===== config.mk =====
export PLATFORM = sky130hd
export DESIGN_NAME = ahb_slave_responder
export DESIGN_NICKNAME = d
export VERILOG_FILES = /design/src/rtl/ahb_slave_responder.sv
export SDC_FILE = /design/constraint.sdc
export NUM_CORES = 1
export LEC_CHECK = 0
export CAP_MARGIN = 20
export CORE_ASPECT_RATIO = 0.6
export CORE_MARGIN = 5
export CORE_UTILIZATION = 39
export CTS_BUF_LIST = sky130_fd_sc_hd__clkbuf_16
export DETAILED_ROUTE_END_ITERATION = 7
export GPL_ROUTABILITY_DRIVEN = 0
export PLACE_DENSITY = 0.61
export SETUP_SLACK_MARGIN = 0.15
export SLEW_MARGIN = 20
export SYNTH_ARGS = -nofsm -noshare
export SYNTH_HDL_FRONTEND = slang
export SYNTH_SLANG_ARGS = --single-unit

===== constraint.sdc =====
create_clock -name HCLK -period 3 [get_ports HCLK]
set_clock_uncertainty 0.1 [all_clocks]
set_input_delay 0.75 -clock HCLK [delete_from_list [all_inputs] [get_ports HCLK]]
set_output_delay 0.75 -clock HCLK [all_outputs]
set_load 0.1 [all_outputs]

===== src/rtl/ahb_slave_responder.sv =====
// AHB slave responder: one 32-bit storage word per address in [LOW_ADDR, HIGH_ADDR],
// programmable wait states, two-cycle ERROR response for out-of-window or oversize accesses.
module ahb_slave_responder #(
    parameter logic [31:0] LOW_ADDR    = 32'd0,
    parameter logic [31:0] HIGH_ADDR   = 32'd31,
    parameter int unsigned WAIT_STATES = 1
) (
    input  logic        HCLK,
    input  logic        HRESET,
    input  logic        HSEL,
    input  logic [31:0] HADDR,
    input  logic [1:0]  HTRANS,
    input  logic        HWRITE,
    input  logic [2:0]  HSIZE,
    input  logic [2:0]  HBURST,
    input  logic [31:0] HWDATA,
    input  logic        HREADY,
    output logic        HREADYOUT,
    output logic [1:0]  HRESP,
    output logic [31:0] HRDATA
);
    localparam int         DEPTH      = int'(HIGH_ADDR - LOW_ADDR) + 1;
    localparam int         IDX_W      = (DEPTH > 1) ? $clog2(DEPTH) : 1;
    localparam logic [2:0] WAIT_LAST  = (WAIT_STATES > 0) ? 3'(WAIT_STATES - 1) : 3'd0;
    localparam logic [1:0] RESP_OKAY  = 2'd0;
    localparam logic [1:0] RESP_ERROR = 2'd1;
    localparam logic [2:0] SIZE_WORD  = 3'd2;

    typedef enum logic [2:0] {
        ST_IDLE,
        ST_WAIT,
        ST_OKAY_DONE,
        ST_ERR1,
        ST_ERR2
    } state_e;

    state_e           state_q, state_d;
    logic [2:0]       wait_cnt_q, wait_cnt_d;
    logic [IDX_W-1:0] idx_q, idx_d;
    logic             write_q, write_d;
    logic [31:0]      mem_q [DEPTH];

    logic [31:0] offset;
    logic        accept;
    logic        addr_err;
    logic        mem_we;
    logic        ready_out;
    logic [1:0]  resp_out;

    assign offset   = HADDR - LOW_ADDR;
    assign accept   = HSEL && HREADY && HTRANS[1];
    assign addr_err = (HADDR < LOW_ADDR) || (HADDR > HIGH_ADDR) || (HSIZE > SIZE_WORD);
    assign mem_we   = (state_q == ST_OKAY_DONE) && write_q;

    assign HREADYOUT = ready_out;
    assign HRESP     = resp_out;
    assign HRDATA    = ((state_q == ST_OKAY_DONE) && !write_q) ? mem_q[idx_q] : 32'd0;

    // Burst type and the BUSY/IDLE distinction do not change the response.
    logic unused_ok;
    assign unused_ok = ^{HBURST, HTRANS[0], offset[31:IDX_W]};

    always_comb begin
        // NOTE: every signal written here gets a default first, so no path can infer a latch.
        state_d    = state_q;
        wait_cnt_d = wait_cnt_q;
        idx_d      = idx_q;
        write_d    = write_q;
        ready_out  = 1'b1;
        resp_out   = RESP_OKAY;

        unique case (state_q)
            ST_WAIT: begin
                ready_out = 1'b0;
                if (wait_cnt_q == WAIT_LAST) begin
                    state_d    = ST_OKAY_DONE;
                    wait_cnt_d = 3'd0;
                end else begin
                    wait_cnt_d = wait_cnt_q + 3'd1;
                end
            end
            ST_ERR1: begin
                ready_out = 1'b0;
                resp_out  = RESP_ERROR;
                state_d   = ST_ERR2;
            end
            ST_ERR2: resp_out = RESP_ERROR;
            default: ;
        endcase

        // IDLE, OKAY_DONE and ERR2 all end a data phase, so each may take the next address phase.
        if (ready_out) begin
            if (accept) begin
                idx_d      = offset[IDX_W-1:0];
                write_d    = HWRITE;
                wait_cnt_d = 3'd0;
                if (addr_err)             state_d = ST_ERR1;
                else if (WAIT_STATES > 0) state_d = ST_WAIT;
                else                      state_d = ST_OKAY_DONE;
            end else begin
                state_d = ST_IDLE;
            end
        end
    end

    always_ff @(posedge HCLK) begin
        if (HRESET) begin
            state_q    <= ST_IDLE;
            wait_cnt_q <= 3'd0;
            idx_q      <= '0;
            write_q    <= 1'b0;
            // NOTE: storage is part of the reset state, so every word is cleared synchronously here.
            for (int i = 0; i < DEPTH; i++) mem_q[i] <= 32'd0;
        end else begin
            state_q    <= state_d;
            wait_cnt_q <= wait_cnt_d;
            idx_q      <= idx_d;
            write_q    <= write_d;
            if (mem_we) mem_q[idx_q] <= HWDATA;
        end
    end
endmodule


Word level (Yosys, flattened, before mapping):

Memories as Yosys holds them, arrays and structs flattened. A register that Yosys moved wholly into a read port is not among the register bits.
Cells that the tools add are included.

* bits in registers: 12
* latch bits: 0
* bits in writable memories: 1024
* bits in read-only memories: 0
* input port bits: 77
* output and inout port bits: 35
* logic and storage cells: 51
* memories kept: 1

* add/subtract/negate cells: 1
* multiply operators: 0
* div/mod/pow operators: 0
* $lt $le $gt $ge: 3
* eq/ne operators: 6
* shift operators: 0
* muxes and demuxes: 22
* bitwise logic cells: 1
* reduce and logical (&&, ||, !) cells: 13

Memory list
* mem_q: words 32, width 32, rd ports 1, clocked after memory_dff 1, write ports 32, line 41 `logic [31:0] mem_q [DEPTH];`

Operators by type and width (count)
* 2-to-1 mux 32 bit: 2
* > comparator 32 x 5 -> 1 bit, second input constant: 1
* less-than comparator 32 x 1 -> 1 bit, second input constant: 1
* OR reduction 32 bit: 1
* 2-to-1 mux 3 bit: 7
* 2-to-1 mux 5 bit: 3
* 2-to-1 mux 1 bit: 8
* == test 3 x 2 -> 1 bit, second input constant: 2
* case mux 3 bit (2 select lines): 1
* logical AND 1 bit: 4
* AND reduction 2 bit: 2
* OR reduction 2 bit: 2
* adder 3 x 1 -> 3 bit, second input constant: 1
* == test 3 x 1 -> 1 bit, second input constant: 1
* == test 3 bit, second input constant: 1
* > comparator 3 x 2 -> 1 bit, second input constant: 1
* logical NOT 3 bit: 1
* != test 3 x 1 -> 1 bit, second input constant: 1
* != test 3 bit, second input constant: 1
* logical OR 1 bit: 2
* 2-to-1 mux 2 bit: 1
* logical NOT 1 bit: 1
* inverter 1 bit: 1

Depth between registers and ports, before layout:

* depth after elaboration: 7
* mapped depth: 8
* mapped depth without buffers: 5

Worst setup path after synthesis:

No wires, ideal clock.

* kind: flip-flop to output port
* start point: reg (tool-made name)
* end point: out HRDATA[29]
* data arrival time: 3.175 ns
* required time: 2.150 ns
* slack: -1.025 ns
* stages on the path, launching flop included: 9
* buffers on the path: 4
* cell sequence: dfxtp_1 > buf_4 > buf_2 > buf_4 > nor2_1 > clkbuf_1 > a221oi_1 > o21ai_0 > a31oi_1

RTL lines
* end: declaration: line 20 `output logic [31:0] HRDATA`

==> run metrics <==
total track usage about a fifth; drt initial violations about 3,300; P_leak between 20 and 25 nW; P per Cell Area roughly 540 mW/mm2; Synth area leader edfxtp_1; first-pass GRT wire length roughly 200,000 um; slew margin rel. 40.8%; IO Pins 112; Post-synth ARST share 0%; Port Buffers 106; total CTS buffers 93; via count 27,354; # H-tree levels 3; dpl hpwl between 80,000 and 90,000 um; clk_lat worst skew around 700 ps; area grow syn2layout 20.0%; Primary FF master, synth edfxtp_1; sequential-to-total area share from yosys stat between 60% and 70%; DRC errors left 0; synthesized area per cell 15.6 um2; Syn. warnings 0; Power Total 0.0304 W; min-delay worst type flop to flop; die area approximately 0.13 mm2; nets 3,275; fin crit share 124%; Core Footprint 0.120 mm2; Hold Buf Count CTS 0; Mapped Cells between 3,000 and 4,000; global route overflow 0; worst-path maximum fanout 9; initial antenna violation count 4; Setup Viol. Count Final 32; Max Cap Viol 0; clock buffer depth 3; Root Driver clkbuf_16; data required time of the critical path 2150 ps; Fin. Hold Viols 0; fin util between 40% and 50%; Syn Std Cell Area between 0.04 and 0.05 mm2; Initial Utilization about 39%; post-DR vias/cell about 5.6; fmax between 200 and 300 MHz; CP Class flop to output port; crit path DAT 2860 ps; crit path launch type flop; clock tree from TritonCTS yes; final wirelength between 100,000 and 150,000 um; Max VDD drop ~0.43 mV; synth unique cells between 40 and 50; Final WS setup -711 ps; Avg WL per Cell 27.7 um; unrepaired setup endpoints after global routing yes; Slew @ Worst Pin roughly 890 ps; chip width between 400 and 500 um; Clock transition at path regs roughly 70 ps; Filler Cells Inserted between 10,000 and 15,000; Die Y roughly 280 um; failing checks negative setup slack; ratio of cells with drive above 1 in the final layout roughly a quarter; Seq cells post-synth 1,041; row cnt 98; Antenna Violating Nets Remaining 0; Hold WS approximately 410 ps; syn nets roughly 3,100; final slew viol count 0; Pre-antenna DRT Iters 5; crit end category output port; Synth area leaders edfxtp_1 65%, and2_1 14%, mux4_2 11%; status finished, violations left; post-layout min period 3710 ps; post-synth top area share between 60% and 70%; vias in the first global route 28,373; Post-synth EDFFs between 1,000 and 1,500; CTS sink cnt around 1,000; largest net degree at the start of global routing 45
[area by class of cell]
class / count / area [um2] / area share [%]
Inverter: 3 / 23.8 / 0.0419
Antenna cell: 3 / 7.51 / 0.0132
Clock buffer: 95 / 2380 / 4.19
Clock inverter: 77 / 512 / 0.903
Timing Repair Buffer: 376 / 4790 / 8.45
Tap cell: 1600 / 2000 / 3.53
Sequential cell: 1041 / 31100 / 54.9
Multi-Input combinational cell: 1681 / 15900 / 28.0
[sequential cells by signal, summed over array words and instances (netlist names), named ones only]
name and cells:
wait_cnt_q 3, mem_q 1024, state_q 3, write_q 1, idx_q 5
[timing repair]
action,CTS,global route
cloned,8,5
buffers inserted,12,7
setup endpoints to repair,32,32
gates resized for setup,78,20
pin swaps,23,12
endpoints found under the hold margin,0,0
[critical path: stages, from the launching register on]
cell and delay (ps):
dfxtp_4 420, buf_12 220, buf_12 170, mux4_2 510
mux2i_2 210, a221o_1 300, a31oi_4 70, buf_12 210
[power breakdown]
group | switching [W] | leakage (nW) | internal, W
Combinational | 0.00134 | 7.90 | 0.000897
Clock | 0.00541 | 1.51 | 0.00626
Sequential | 0.000135 | 10.7 | 0.0164
Total | 0.00689 | 20.1 | 0.0235
[path summary, 6_finish.rpt]
check	depth (start not counted)	start	endpoint	slack, ps
setup / recovery	7	flop	HRDATA[15]	-710
hold / removal	2	wait_cnt_q[0]	wait_cnt_q[0]	410
setup reg to reg	7	state_q[1]	mem_q[3][10]	540
hold reg to reg	2	wait_cnt_q[0]	wait_cnt_q[0]	410
[layout by cell type, fill, tap and decap left out, types with 32 or more instances in the layout]
| cell | Yosys | final |
|---|---|---|
| a31oi_4 | 0 | 32 |
| and2_1 | 1026 | 1026 |
| buf_12 | 0 | 107 |
| buf_4 | 11 | 168 |
| clkbuf_16 | 0 | 100 |
| clkdlybuf4s50_1 | 0 | 71 |
| edfxtp_1 | 1024 | 1024 |
| mux2i_1 | 137 | 118 |
| mux4_2 | 224 | 224 |
| or2_2 | 33 | 33 |
[metal layers]
metal	global-route usage (%)	part of all wire, %	vias to the layer above
met1	31.8	44	14367
met3	3.79	9.1	154
met5	0	0	-
met2	31.5	45	1276
met4	4.44	1.8	0
li1	-	-	11557
[metrics by stage]
| step | setup WS (ps) | area (um2) | setup TNS (ps) | instances |
|---|---|---|---|---|
| 2_1_floorplan | 104 | 47900 | 0 | 3028 |
| 3_3_place_gp | -214 | 52700 | -3960 | 4667 |
| 3_5_place_dp | -35.3 | 52800 | -145 | 4669 |
| 4_1_cts | -737 | 56400 | -22460 | 4861 |
| 5_1_grt | -797 | 56700 | -24120 | 4873 |
| 6_report | -711 | 56700 | -20990 | 4876 |
[Yosys cell counts, types with 6 or more instances]
cell type / n
dfxtp_1: 17
a22oi_1: 32
nor3_2: 9
buf_2: 66
mux4_2: 224
nand2_1: 22
a221o_1: 32
and2_1: 1026
nand2b_1: 8
o21ai_0: 25
mux2i_1: 137
nor2_1: 29
a31oi_1: 32
buf_4: 11
a221oi_1: 23
edfxtp_1: 1024
o2111ai_1: 9
nor4_1: 7
or2_2: 33
clkbuf_1: 219
buf_1: 6
[kinds of logic (layout without fill, tap and decap cells)]
logic type,after synthesis,after routing,synth area share (%)
and+or+nand+nor,1161,1161,15.4
AOI/OAI and AO/OA,156,156,2.50
muxes,361,361,13.6
other,1,4,0.00793
adders and majority gates,2,2,0.0529
buffers and inverters,306,551,2.71
DFF,1041,1041,65.8
Note: power is estimated with default switching activity, not from simulation.
